### config.mk
export PLATFORM = sky130hd
export DESIGN_NAME = step_counter
export DESIGN_NICKNAME = d
export VERILOG_FILES = /design/src/rtl/step_counter.sv
export SDC_FILE = /design/constraint.sdc
export NUM_CORES = 1
export LEC_CHECK = 0
export ABC_AREA = 0
export CAP_MARGIN = 10
export CELL_PAD_IN_SITES_DETAIL_PLACEMENT = 1
export CELL_PAD_IN_SITES_GLOBAL_PLACEMENT = 1
export CORE_UTILIZATION = 25
export CTS_CLUSTER_DIAMETER = 60
export CTS_CLUSTER_SIZE = 40
export DETAILED_ROUTE_END_ITERATION = 16
export PLACE_DENSITY_LB_ADDON = 0.1
export SLEW_MARGIN = 20
export SYNTH_ARGS = -nofsm -noshare
export SYNTH_HDL_FRONTEND = slang
export SYNTH_SLANG_ARGS = --single-unit
### constraint.sdc
create_clock -name clk -period 1.8 [get_ports clk]
set_input_delay 0.18 -clock clk [delete_from_list [all_inputs] [get_ports clk]]
set_output_delay 0.18 -clock clk [all_outputs]
set_load 0.05 [all_outputs]
### src/rtl/step_counter.sv
// -----------------------------------------------------------------------------
// step_counter
//   Registered N-bit up/down counter with a programmable step, wrap or
//   saturate behaviour at the ceiling/floor, parallel load and a one-cycle
//   overflow pulse.
//
//   Optional build macro: COUNTER_MODULO_EN
//     Defined   -> adds input mod_max; the ceiling becomes mod_max instead of
//                  2^N-1, and wrapping is modulo (mod_max+1).
//     Undefined -> ceiling is 2^N-1, plain power-of-two arithmetic.
//
//   Parameters
//     N    counter width (4..8)
//     SW   step width (SW < N)
//     SAT  0 = modulo wrap, 1 = saturate at 0 / ceiling
//
//   Ports
//     clk       in   clock, rising edge
//     rst_n     in   asynchronous active-low reset
//     en        in   count enable
//     load      in   parallel load strobe (priority over en)
//     load_val  in   N-bit value loaded when load=1
//     up_dn     in   1 = count up, 0 = count down
//     step      in   SW-bit increment/decrement per enabled cycle
//     mod_max   in   N-bit ceiling (only with COUNTER_MODULO_EN)
//     count     out  registered counter value
//     ovf       out  registered one-cycle pulse on wrap or clamp
//     tc        out  combinational terminal count
// -----------------------------------------------------------------------------
module step_counter #(
    parameter int N   = 4,
    parameter int SW  = 2,
    parameter int SAT = 0
) (
    input  logic          clk,
    input  logic          rst_n,
    input  logic          en,
    input  logic          load,
    input  logic [N-1:0]  load_val,
    input  logic          up_dn,
    input  logic [SW-1:0] step,
`ifdef COUNTER_MODULO_EN
    input  logic [N-1:0]  mod_max,
`endif
    output logic [N-1:0]  count,
    output logic          ovf,
    output logic          tc
);

    logic [N-1:0] count_reg;
    logic [N-1:0] count_next;
    logic         ovf_reg;
    logic         ovf_next;

    // Ceiling, widened to N+1 bits so the compare against sum is exact.
    logic [N:0] top_ext;
`ifdef COUNTER_MODULO_EN
    assign top_ext = {1'b0, mod_max};
`else
    assign top_ext = {1'b0, {N{1'b1}}};
`endif

    logic [N:0] step_ext;
    logic [N:0] sum;
    logic [N:0] diff;
    logic       over_up;
    logic       under_dn;
    logic [N:0] wrap_up;
    logic [N:0] wrap_dn;

    assign step_ext = {{(N+1-SW){1'b0}}, step};
    assign sum      = {1'b0, count_reg} + step_ext;
    assign diff     = {1'b0, count_reg} - step_ext;

    // With a power-of-two ceiling these reduce to the carry bit and the low
    // N bits of sum; the same expressions also cover an arbitrary mod_max.
    assign over_up  = (sum > top_ext);
    assign under_dn = diff[N];
    assign wrap_up  = sum - top_ext - {{N{1'b0}}, 1'b1};
    // diff is negative (two's complement) on borrow, so ceiling+1+diff is
    // ceiling+1-(step-count).
    assign wrap_dn  = top_ext + {{N{1'b0}}, 1'b1} + diff;

    always_comb begin
        count_next = count_reg;
        ovf_next   = 1'b0;
        if (load) begin
            count_next = load_val;
        end else if (en && (step != '0)) begin
            if (up_dn) begin
                if (over_up) begin
                    ovf_next   = 1'b1;
                    count_next = (SAT != 0) ? top_ext[N-1:0] : wrap_up[N-1:0];
                end else begin
                    count_next = sum[N-1:0];
                end
            end else begin
                if (under_dn) begin
                    ovf_next   = 1'b1;
                    count_next = (SAT != 0) ? '0 : wrap_dn[N-1:0];
                end else begin
                    count_next = diff[N-1:0];
                end
            end
        end
    end

    always_ff @(posedge clk or negedge rst_n) begin
        if (!rst_n) begin
            count_reg <= '0;
            ovf_reg   <= 1'b0;
        end else begin
            count_reg <= count_next;
            ovf_reg   <= ovf_next;
        end
    end

    assign count = count_reg;
    assign ovf   = ovf_reg;
    assign tc    = ( up_dn && ({1'b0, count_reg} == top_ext)) ||
                   (!up_dn && (count_reg == '0));

endmodule
==> results of run 1 <==
-- worst max-delay path: cells and delay by family (launching register included) --
family | cells | cell delay [ps]
flops | 1 | 390
simple gates | 1 | 40
buf+inv | 1 | 60
mux | 1 | 260
fa+ha+maj | 2 | 620
compound gates | 2 | 260
-- layer usage --
metal,share of wire [%],GRT usage [%]
met1,48,17.27
met2,48,22.09
met3,3.8,2.500
met4,0,3.750
met5,0,0
-- where the power goes --
group | total, uW | switching [uW] | leakage, uW | internal [uW]
clock | 123 | 39.8 | 0.0000150 | 83.4
sequential | 152 | 24.0 | 0.0000591 | 129
combinational | 246 | 132 | 0.000260 | 114
-- worst paths after layout --
path                        startpoint       end  slack [ps]
min reg2reg                   count[3]  count[3]         640
max                           count[0]  count[1]          60
min in group clk           load_val[0]  count[0]         520
max in group asynchronous        rst_n  count[0]        1430
min                              rst_n  count[1]         170
max reg2reg                   count[0]  count[1]          60
-- timing repair --
item                       in CTS  in global routing
setup endpoints to repair       0                  3
buffers inserted                0                  2
resized for setup               0                  5
hold buffers                    0                  0
-- Yosys cell counts, drive strengths merged --
| library cell | number | area (sq um) |
|---|---|---|
| nor3 | 3 | 20.02 |
| a21oi | 2 | 10.01 |
| buf | 2 | 16.26 |
| nor2 | 3 | 11.26 |
| dfrtp | 5 | 125.1 |
| inv | 4 | 15.01 |
| a2111o | 1 | 11.26 |
| nand2 | 3 | 11.26 |
| nand3 | 4 | 20.02 |
| fa | 2 | 40.04 |
| xor2 | 1 | 8.760 |
| a22oi | 2 | 15.01 |
| mux2 | 2 | 22.52 |
| nor2b | 2 | 12.51 |
| mux2i | 1 | 10.01 |
| o211ai | 1 | 7.510 |
| o21ai | 4 | 23.77 |
| ha | 4 | 50.05 |
| and3 | 1 | 6.260 |
-- stage by stage --
stage | setup TNS, ps | hold slack [ps] | std cells | setup WS [ps] | instance area, sq um
2_1_floorplan | -61.20 | -115.6 | 47 | -48.89 | 441.7
3_3_place_gp | -594.5 | 422.8 | 84 | -207.4 | 665.6
3_5_place_dp | -672.5 | 421.3 | 84 | -235.7 | 665.6
4_1_cts | 0 | 170.0 | 88 | 13.26 | 691.9
5_1_grt | -18.31 | 192.8 | 90 | -11.75 | 726.9
6_report | 0 | 169.3 | 90 | 56.30 | 726.9
-- final cells by class --
| class | count | share of cell area, % |
|---|---|---|
| Inverter | 4 | 2.065 |
| Timing Repair Buffer | 25 | 33.05 |
| Sequential cell | 5 | 17.56 |
| Multi-Input combinational cell | 36 | 40.96 |
| Tap cell | 16 | 2.754 |
| Clock buffer | 4 | 3.614 |
-- logic make-up after synthesis --
kind of cell,after synthesis
XOR/XNOR,1
buffers and inverters,6
AO/OA/AOI/OAI,10
AND/OR/NAND/NOR,16
adder cells (fa/ha/maj),6
multiplexers,3
flip-flops,5
==> impl_metrics.json, run 1 <==
{
  "endpoint_kind": "register",
  "dr.pass1.iters": 9,
  "grt_pass1_vias": 454,
  "worstRegToRegCells": 7,
  "status": "finished with violations",
  "remaining_drc_errors": 2,
  "slowest_stage": "fa_1",
  "cts_tree": "built",
  "cts_buffer_depth": 2,
  "layout_common_cells": "12 x clkdlybuf4s50_1, 10 x buf_4, 4 x nand3_1",
  "grt_use_total_pct": 13.21,
  "vias": 441,
  "grt_pass1_wl_mm": 1.849,
  "n_antenna_cell": 0,
  "drtIter0Drc": 5,
  "max_stage_delay_ps": 470,
  "wl_per_cell_um": 11.88,
  "post_synth_instance_area_sq_um": 436.7,
  "peakVddDrop_v": 0.0004733,
  "synth-xor-area-share_pct": 2.006,
  "crit_type": "reg -> reg",
  "fin_skew_ps": 0.7054,
  "clock-sinks": 5,
  "drive_above_1_share_pct": 32.43,
  "slew_viol_final": 0,
  "core_sq_mm": 0.001577,
  "violations": "DRC",
  "multi_input_area_sq_um": 297.8,
  "synth_top_family_by_area": "adder cells",
  "area_growth_pct": 66.48,
  "tightest_slew_ps": 503.9,
  "crit_fanout": 4,
  "syn_avg_cell_area_sq_um": 9.291,
  "io_buffers": 16,
  "yosysWarnings": 0,
  "max_cap_viol_count": 0,
  "clock.fmax_ghz": 0.5735,
  "setup_viol": 0,
  "hp-class": "in -> async",
  "routed_wl_mm": 1.069,
  "synth_cells": 47,
  "period_minus_slack_ps": 1744,
  "cp_data_arrival_time_ps": 1860,
  "numCtsBuffers": 3,
  "nets": 92,
  "io_pins": 17,
  "gp_congestion": 0.7131,
  "grt_max_degree": 9,
  "cp_cell_sequence": "inv_2 -> ha_4 -> fa_1 -> nor2_1 -> a21oi_1 -> o21ai_1 -> mux2_2",
  "antenna_found_initial": 0,
  "fillers": 179,
  "dp_hpwl_um": 904.9,
  "ys_ff_latch": 5,
  "hold_violations": 0,
  "final_util_pct": 46.11,
  "yosys.cell_types.count": 23,
  "power.density_mw_per_mm2": 717.4,
  "vias_per_cell": 4.900,
  "dieArea_sq_mm": 0.001918,
  "syn_nets": 64,
  "clkTransAtPathRegs_ps": 40,
  "die_h_um": 43.80,
  "synth.yosys.seq_area_share_pct": 28.65,
  "synth-simple-area-share_pct": 18.62,
  "grt_overflow": 0,
  "num_rows": 14,
  "rsz0062_at_grt": "true",
  "clock-root-buffer": "clkbuf_4",
  "synth_fa_ha_area_share_pct": 20.63,
  "power_leakage_uw": 0.0003345,
  "htree_levels": 1,
  "regArea_sq_um": 127.6,
  "total_power_uw": 521.5,
  "slew-limit-headroom_pct": 66.30,
  "synth-compound-area-share_pct": 15.47,
  "critPathLaunchType": "register",
  "critPathRequiredTime_ps": 1910,
  "clk_latency_ps": 230,
  "die_x_um": 43.80,
  "post-route-period-util_pct": 96.87,
  "largest_reg_flops": 4,
  "muxShareOfSynthArea_pct": 7.450,
  "layout_commonest_cell": "clkdlybuf4s50_1",
  "initial_core_util_pct": 27.70,
  "ant_nets": 0
}
Power figures use the tool's default switching activity.
==> inputs of run 2 (changes only) <==
- SKIP_LAST_GASP: default -> 1
==> run 2 against run 1 <==
Against the previous run: the flow still finishes with violations (DRC); highest routed layer unchanged; largest cell class unchanged; total power is 0.15% lower; fmax decreased by 0.17%; sequential share of layout area is 0.061 points higher.
==> impl_metrics.json, run 2 (synthesis gave the netlist of run 1 again) <==
{
  "die_h_um": 43.80,
  "tightest_slew_ps": 503.9,
  "violations": "DRC",
  "dieArea_sq_mm": 0.001918,
  "gp_congestion": 0.7131,
  "grt_pass1_vias": 454,
  "post-place-ws_ps": -235.7,
  "layout_common_cells": "12 x clkdlybuf4s50_1, 10 x buf_4, 4 x nand3_1",
  "fin_skew_ps": 0.7054,
  "worstRegToRegCells": 7,
  "period_minus_slack_ps": 1747,
  "rr_startpoint": "count[0]",
  "io_pins": 17,
  "clkTransAtPathRegs_ps": 40,
  "slew-limit-headroom_pct": 66.30,
  "largest_reg_flops": 4,
  "status": "finished with violations",
  "nets": 92,
  "post-route-period-util_pct": 97.04,
  "remaining_drc_errors": 2,
  "critPathRequiredTime_ps": 1910,
  "crit_type": "reg -> reg",
  "cts_hold_buf": 0,
  "crit_fanout": 4,
  "grt_use_total_pct": 13.21,
  "cp_data_arrival_time_ps": 1860,
  "dr.pass1.iters": 9,
  "slew_viol_final": 0,
  "hp-class": "in -> async",
  "antenna_found_initial": 0,
  "clock-sinks": 5,
  "htree_levels": 1,
  "clock-root-buffer": "clkbuf_4",
  "total_power_uw": 520.8,
  "setup_viol": 0,
  "critPathLaunchType": "register",
  "r2r-end": "count[1]",
  "ant_nets": 0,
  "final_area_sq_um": 724.4,
  "numCtsBuffers": 3,
  "cts_tree": "built",
  "grt_pass1_wl_mm": 1.849,
  "wl_per_cell_um": 11.90,
  "n_antenna_cell": 0,
  "grt_overflow": 0,
  "core_sq_mm": 0.001577,
  "drtIter0Drc": 3,
  "setup_ws_ps": 53.34,
  "num_rows": 14,
  "layout_commonest_cell": "clkdlybuf4s50_1",
  "final_util_pct": 45.95,
  "endpoint_kind": "register",
  "peakVddDrop_v": 0.0004733,
  "dp_hpwl_um": 904.9,
  "dpl-instance-area_sq_um": 665.6,
  "clk_latency_ps": 230,
  "power.density_mw_per_mm2": 718.8,
  "vias_per_cell": 4.900,
  "fin_tns_setup_ps": 0,
  "area_growth_pct": 65.90,
  "clock.fmax_ghz": 0.5725,
  "vias": 441,
  "power_leakage_uw": 0.0003357,
  "rsz0062_at_grt": "true",
  "max_cap_viol_count": 0,
  "grt_max_degree": 9,
  "hold_violations": 0,
  "routed_wl_mm": 1.071,
  "drive_above_1_share_pct": 31.08,
  "timing.critical_path.from": "count[0]",
  "r2r_slack_ps": 50,
  "cts_buffer_depth": 2,
  "initial_core_util_pct": 27.70,
  "crit_end": "count[1]",
  "io_buffers": 16,
  "die_x_um": 43.80
}
[run 2: cell types whose count changed in the layout (fill, tap and decap cells not counted)]
cell	before	now
fa_1	1	2
fa_2	1	0
[run 2: worst min path at each step]
| stage | from | endpoint | slack, ps | cells past startpoint |
|---|---|---|---|---|
| 2_1_floorplan | rst_n | count[0] | -120 | 0 |
| 3_3_place_gp | rst_n | ovf | 420 | 1 |
| 3_5_place_dp | rst_n | ovf | 420 | 1 |
| 4_1_cts | rst_n | ovf | 170 | 1 |
| 5_1_grt | rst_n | ovf | 190 | 1 |
| 6_report | rst_n | count[1] | 170 | 1 |
[run 2: timing repair]
item / 4_1_cts / 5_1_grt
resized for setup: 0 / 4
setup endpoints to repair: 0 / 3
buffers inserted: 0 / 2
[run 2: final cells by class]
class / count / area, sq um
tap: 16 / 20.02
sequential: 5 / 127.6
fill: 180 / 852.1
timing repair buffer: 25 / 240.2
multi-input combinational: 36 / 295.3
inverter: 4 / 15.01
clock buffer: 4 / 26.28
[run 2: power by group]
part	switching, uW	total, uW	leakage [uW]	internal (uW)
Clock	39.8	123	0.0000150	83.4
Combinational	132	245	0.000262	114
Sequential	23.7	152	0.0000591	129
Total	195	521	0.000336	326
[run 2: metal layers]
layer | wire, um | vias to the layer above | part of all wire [%] | GRT usage (%)
met3 | 41 | 0 | 3.8 | 2.500
met1 | 513 | 211 | 48 | 17.27
met5 | 0 | - | 0 | 0
met4 | 0 | 0 | 0 | 3.750
met2 | 516 | 11 | 48 | 22.09
li1 | - | 219 | - | -
[run 2: critical path, cell delays in order (launching register included)]
cell	delay, ps
dfrtp_2	390
inv_2	60
ha_4	160
fa_1	470
nor2_1	40
a21oi_1	160
o21ai_1	100
mux2_2	260
[run 2: per-stage QoR]
stage | instances | hold slack (ps)
floorplan | 47 | -115.6
global placement | 84 | 422.8
global route | 90 | 192.8
detailed placement | 84 | 421.3
finish | 90 | 169.3
CTS | 88 | 170.0
